## config.mk

```make
export PLATFORM = sky130hd
export DESIGN_NAME = cdb_rr_arbiter_flat
export DESIGN_NICKNAME = d
export VERILOG_FILES = /design/src/rtl/cdb_rr_arbiter_if.sv /design/src/rtl/cdb_rr_arbiter.sv /design/src/flat_wrapper.sv
export SDC_FILE = /design/constraint.sdc
export NUM_CORES = 1
export LEC_CHECK = 0
export CAP_MARGIN = 5
export CELL_PAD_IN_SITES_DETAIL_PLACEMENT = 1
export CELL_PAD_IN_SITES_GLOBAL_PLACEMENT = 2
export CORE_MARGIN = 8
export CORE_UTILIZATION = 14
export CTS_CLUSTER_SIZE = 24
export DETAILED_ROUTE_END_ITERATION = 10
export PLACE_DENSITY = 0.85
export SLEW_MARGIN = 40
export SYNTH_ARGS = -nofsm -noshare
export SYNTH_HDL_FRONTEND = slang
export SYNTH_SLANG_ARGS = --single-unit
```

## constraint.sdc

```tcl
create_clock -name clk_i -period 4.7 [get_ports clk_i]
set_input_delay 0.705 -clock clk_i [delete_from_list [all_inputs] [get_ports clk_i]]
set_output_delay 0.705 -clock clk_i [all_outputs]
set_load 0.02 [all_outputs]
```

## src/rtl/cdb_rr_arbiter_if.sv

```systemverilog
// CDB arbiter bus bundle: per-unit requests and payloads in, one registered CDB beat out.
// The slave modport is the arbiter side; the master modport is the execution units and CDB consumer.
interface cdb_rr_arbiter_if #(
    parameter int EU_N   = 8,
    parameter int DATA_W = 64
);
    localparam int IDX_W = $clog2(EU_N);

    logic                     flush_i;
    logic [EU_N-1:0]          valid_i;
    logic [EU_N-1:0]          ready_o;
    logic [EU_N*DATA_W-1:0]   data_i;
    logic                     valid_o;
    logic                     ready_i;
    logic [DATA_W-1:0]        data_o;
    logic [IDX_W-1:0]         grant_idx_o;

    modport master (
        output flush_i, valid_i, data_i, ready_i,
        input  ready_o, valid_o, data_o, grant_idx_o
    );

    modport slave (
        input  flush_i, valid_i, data_i, ready_i,
        output ready_o, valid_o, data_o, grant_idx_o
    );
endinterface

```

## src/rtl/cdb_rr_arbiter.sv

```systemverilog
// Round-robin arbiter sharing the common data bus among the execution units.
// One unit is granted per cycle into a single-entry output register that drives the CDB.
module cdb_rr_arbiter #(
    parameter int EU_N   = 8,
    parameter int DATA_W = 64
) (
    input  logic             clk_i,
    input  logic             rst_n_i,
    cdb_rr_arbiter_if.slave  bus
);
    localparam int IDX_W = $clog2(EU_N);
    localparam int CW    = IDX_W + 1;

    logic              valid_q;
    logic [DATA_W-1:0] data_q;
    logic [IDX_W-1:0]  idx_q;
    logic [IDX_W-1:0]  ptr_q;

    logic              accept;
    logic              found;
    logic [IDX_W-1:0]  gnt_idx;
    logic [CW-1:0]     cand;
    logic [EU_N-1:0]   ready;

    // The register can take a new beat when empty or draining this cycle.
    assign accept = (!valid_q || bus.ready_i) && !bus.flush_i && rst_n_i;

    // NOTE: every variable gets a default before the search so no latch is inferred.
    always_comb begin
        found   = 1'b0;
        gnt_idx = '0;
        cand    = '0;
        for (int i = 0; i < EU_N; i++) begin
            cand = {1'b0, ptr_q} + CW'(i);
            if (cand >= CW'(EU_N)) begin
                cand = cand - CW'(EU_N);
            end
            if (!found && bus.valid_i[cand[IDX_W-1:0]]) begin
                found   = 1'b1;
                gnt_idx = cand[IDX_W-1:0];
            end
        end
    end

    always_comb begin
        ready = '0;
        if (accept && found) begin
            ready[gnt_idx] = 1'b1;
        end
    end

    assign bus.ready_o = ready;

    // NOTE: state registers use non-blocking assignments so every flop samples pre-edge values.
    always_ff @(posedge clk_i) begin
        if (!rst_n_i) begin
            valid_q <= 1'b0;
            // NOTE: data_q is reset although valid_q qualifies it, because data_o must read 0 out of reset.
            data_q  <= '0;
            idx_q   <= '0;
            ptr_q   <= '0;
        end else if (bus.flush_i) begin
            valid_q <= 1'b0;
        end else if (accept && found) begin
            valid_q <= 1'b1;
            data_q  <= bus.data_i[gnt_idx*DATA_W +: DATA_W];
            idx_q   <= gnt_idx;
            // Explicit wrap keeps non-power-of-2 unit counts in range.
            ptr_q   <= (gnt_idx == IDX_W'(EU_N - 1)) ? '0 : gnt_idx + 1'b1;
        end else if (bus.ready_i) begin
            valid_q <= 1'b0;
        end
    end

    assign bus.valid_o     = valid_q;
    assign bus.data_o      = data_q;
    assign bus.grant_idx_o = idx_q;
endmodule
```

## src/flat_wrapper.sv

```systemverilog
// flat-port wrapper written by rule: the top's interface ports become plain ports
module cdb_rr_arbiter_flat 
#(
    parameter int EU_N   = 8,
    parameter int DATA_W = 64
)
  (clk_i, rst_n_i, bus_flush_i, bus_valid_i, bus_data_i, bus_ready_i, bus_ready_o, bus_valid_o, bus_data_o, bus_grant_idx_o);
  cdb_rr_arbiter_if #(.EU_N(EU_N), .DATA_W(DATA_W)) bus_i ();
  input  logic clk_i;
  input  logic rst_n_i;
  input wire logic [$bits(bus_i.flush_i)-1:0] bus_flush_i;
  input wire logic [$bits(bus_i.valid_i)-1:0] bus_valid_i;
  input wire logic [$bits(bus_i.data_i)-1:0] bus_data_i;
  input wire logic [$bits(bus_i.ready_i)-1:0] bus_ready_i;
  output wire logic [$bits(bus_i.ready_o)-1:0] bus_ready_o;
  output wire logic [$bits(bus_i.valid_o)-1:0] bus_valid_o;
  output wire logic [$bits(bus_i.data_o)-1:0] bus_data_o;
  output wire logic [$bits(bus_i.grant_idx_o)-1:0] bus_grant_idx_o;
  assign bus_i.flush_i = bus_flush_i;
  assign bus_i.valid_i = bus_valid_i;
  assign bus_i.data_i = bus_data_i;
  assign bus_i.ready_i = bus_ready_i;
  assign bus_ready_o = bus_i.ready_o;
  assign bus_valid_o = bus_i.valid_o;
  assign bus_data_o = bus_i.data_o;
  assign bus_grant_idx_o = bus_i.grant_idx_o;
  cdb_rr_arbiter #(.EU_N(EU_N), .DATA_W(DATA_W)) u_core (.clk_i(clk_i), .rst_n_i(rst_n_i), .bus(bus_i));
endmodule
```

==> impl_metrics.yaml <==
run_status:
  status: "finished, final reports clean"
critical_path:
  rrSetupSlack_ns: 0.34
  crit_required_ns: 3.99
  r2r_cells: 14
  crit_type: "input pin to output port"
  reg2reg_to: "u_core.bus.data_o[11]$_SDFFE_PN0P_"
  cp_max_fo: 9
  critPathCaptureType: "output port"
  crit_path_start_kind: "input pin"
  rr_startpoint: "u_core.ptr_q[1]$_SDFFE_PN0P_"
  cp.arrival_ns: 3.80
synth:
  syn-num-nets: 1608
  synth.top_cell.area_share_pct: 20.2
  ys_seq_area_share_pct: 19.4
  synth_cells: 1082
  synth_seq_cells: 71
  post_synth.cell_area_avg_um2: 6.78
  synth-xor-area-share_pct: 0.478
  yosys-top-cells-count: "nand2_1 (395), mux2i_1 (76), o21ai_0 (72)"
  synth_edf_count: 0
  yosys.area_share.adder_pct: 0.341
  yosysWarnings: 0
  synth_top_cell_by_area: "nand2_1"
  synth_top_family_by_area: "simple AND/OR/NAND/NOR gates"
  synthDistinctLibCells: 49
  yosysMostFrequentCell: "nand2_1"
  syn-cell-area_mm2: 0.00733
  synth.area.top_cells: "nand2_1 (20%), dfxtp_1 (19%), mux2i_1 (10%)"
  synth-simple-area-share_pct: 34.8
  synthArstFlopShare_pct: 0
  synth_compound_area_share_pct: 21.1
  ys.flop_type: "dfxtp_1"
  muxShareOfSynthArea_pct: 15.4
layout:
  final_nets: 2198
  utilization_pct: 28.2
  multi_input_area_mm2: 0.00538
  regArea_mm2: 0.00142
  drive_above_1_share_pct: 8.83
  finalNonFillerCells: 2365
  num-fill-cells: 6369
  syn2layout_area_growth_pct: 100
power:
  ir_worst_vdd_v: 0.000742
  p_leak_nw: 5.68
  p_int_mw: 3.65
  pwr-share-clk_pct: 8.6
  combPwrFrac_pct: 81.1
  p_switching_mw: 4.39
  p_sw_share_pct: 54.6
  powerDensity_mw_per_mm2: 547
  seq_power_share_pct: 10.3
placed_design:
  finalWeightedCongestion: 0.924
  port_buffers: 599
  dp_cells: 2347
  dp_hpwl_mm: 43.9
  post-place-ws_ns: -0.313
min_path:
  hp-start: "u_core.bus.grant_idx_o[2]$_SDFFE_PN0P_"
  holdPathStages: 2
  hp-class: "flop to flop"
  whs_endpoint: "u_core.bus.grant_idx_o[2]$_SDFFE_PN0P_"
route:
  routed_wl_mm: 54.5
  routedWlPerCell_um: 23.0
  ant_nets: 0
  route.detailed.drc: 0
  dr.pass1.iters: 5
  via_count: 10967
  viasPerCell: 4.64
  first_iter_violations: 594
cts:
  worstSkewPairLatency_ns: 0.37
  path_clk_slew_ns: 0.07
  htree_levels: 3
  numCtsBuffers: 9
  clkSinkCount: 71
  cts_tree: "yes"
  cts_hold_buffers: 0
  cts.path.max_buffers: 2
  cts.root.buffer_cell: "clkbuf_16"
timing:
  finalCritPeriodShare_pct: 95.8
  finalSetupViolCount: 0
  grt_setup_unrepaired: "false"
  fin_setup_tns_ns: 0
  hold_viol_final: 0
  finClkSkew_ns: 0.0139
  drv_slew: 0
  tightest_slew_ns: 0.679
  timing.hold.ws_ns: 0.511
  layout_setup_ws_ns: 0.197
  slew_headroom_pct: 54.7
  clock.fmax_mhz: 222
  fin_crit_ns: 4.50
die:
  die_w_um: 245
  ios: 600
  die-area_mm2: 0.0600
  core-area_mm2: 0.0521
  die_y_um: 245
  initial_core_util_pct: 14.1
  row_count: 84
global_routing:
  grt_max_degree: 101
  grt_overflow: 0
  grt_pass1_vias: 12014
  antenna_found_initial: 3
  track_usage_pct: 17.1
  grt_pass1_wl_mm: 78.2
run:
  maxCapViolations: 0
layout make-up:
class | instances | share of cell area (%)
repair buffers | 687 | 45.9
diodes | 1 | 0.0170
clock inverters | 4 | 0.153
flip-flops and latches | 71 | 9.67
inverters | 5 | 0.128
well taps | 688 | 5.85
clock buffers | 11 | 1.65
multi-input cells | 898 | 36.6
power by group through the flow:
stage	logic (mW)	registers, mW	clock network [mW]
finish	6.52	0.830	0.692
global route	7.04	0.844	0.746
CTS	6.53	0.829	0.738
detailed placement	6.50	0.839	0
global placement	6.39	0.837	0
floorplan	3.88	0.978	0
cell families after synthesis:
logic type                 Yosys count
AOI/OAI and AO/OA                  231
DFF                                 71
buffers and inverters              113
muxes                               96
adders and majority gates            2
and+or+nand+nor                    565
xor gates and xnor gates             4
cell usage in the layout (no fill, tap or decap), types with 3 or more instances in the layout:
master           Yosys  final
clkdlybuf4s50_1      0    590
nand2_1            395    395
mux2i_1             76     76
buf_4               14     74
dfxtp_1             71     71
o21ai_0             72     70
a31oi_1             66     66
a32oi_1             65     65
nand4_1             64     64
and3_1              64     64
nor2_1              17     16
mux4_2              13     13
buf_12               0     10
clkbuf_16            0      9
mux2_2               6      6
clkbuf_2             0      6
nor3_4               4      5
inv_1                4      4
nor4_1               5      4
a21oi_1              4      4
o21ai_1              3      3
a211oi_1             3      3
nand3_1              4      3
clkinv_2             0      3
buf_2               45      3
buf_6               12      3
state kept, by name, indices dropped and copies added (netlist names):
signal                  flops
u_core.bus.data_o          64
u_core.bus.grant_idx_o      3
u_core.ptr_q                3
u_core.bus.valid_o          1
worst max-delay path by stage:
stage / from / endpoint / cells after the start
after global placement: bus_valid_i[5] / u_core.bus.data_o[21]$_SDFFE_PN0P_ / 10
after CTS: u_core.ptr_q[1]$_SDFFE_PN0P_ / bus_ready_o[5] / 11
after floorplan: u_core.ptr_q[1]$_SDFFE_PN0P_ / bus_ready_o[5] / 14
after global routing: bus_valid_i[4] / bus_ready_o[5] / 13
final: bus_valid_i[4] / bus_ready_o[4] / 10
after detailed placement: bus_valid_i[4] / bus_ready_o[4] / 10
stage by stage:
| step | power [mW] | cell area (µm²) |
|---|---|---|
| 3_5_place_dp | 7.34 | 14400 |
| 6_report | 8.04 | 14700 |
| 4_1_cts | 8.10 | 14700 |
| 5_1_grt | 8.63 | 14700 |
| 2_1_floorplan | 4.85 | 7340 |
| 3_3_place_gp | 7.23 | 14400 |
critical path: stages:
cell and delay (ns):
clkdlybuf4s50_1 0.49, mux2_2 0.33, mux4_2 0.47, o32a_2 0.44, nor3_4 0.32, nand3_2 0.19, o21a_4 0.18, buf_12 0.13
nor4_1 0.30, buf_2 0.24
per-layer routing:
layer	GRT usage (%)	wire [µm]	vias up
met5	0	11	-
met4	5.71	1530	2
met3	4.90	3900	59
met2	29.8	26900	465
met1	19.9	22100	5317
li1	-	-	5124
what timing repair did:
| action | in CTS | in global routing |
|---|---|---|
| pin swaps | 1 | 1 |
| buffers inserted | 0 | 1 |
| endpoints found under the setup margin | 8 | 10 |
| gates resized for setup | 16 | 21 |
| hold endpoints to repair | 0 | 0 |
Power figures use the tool's default switching activity.
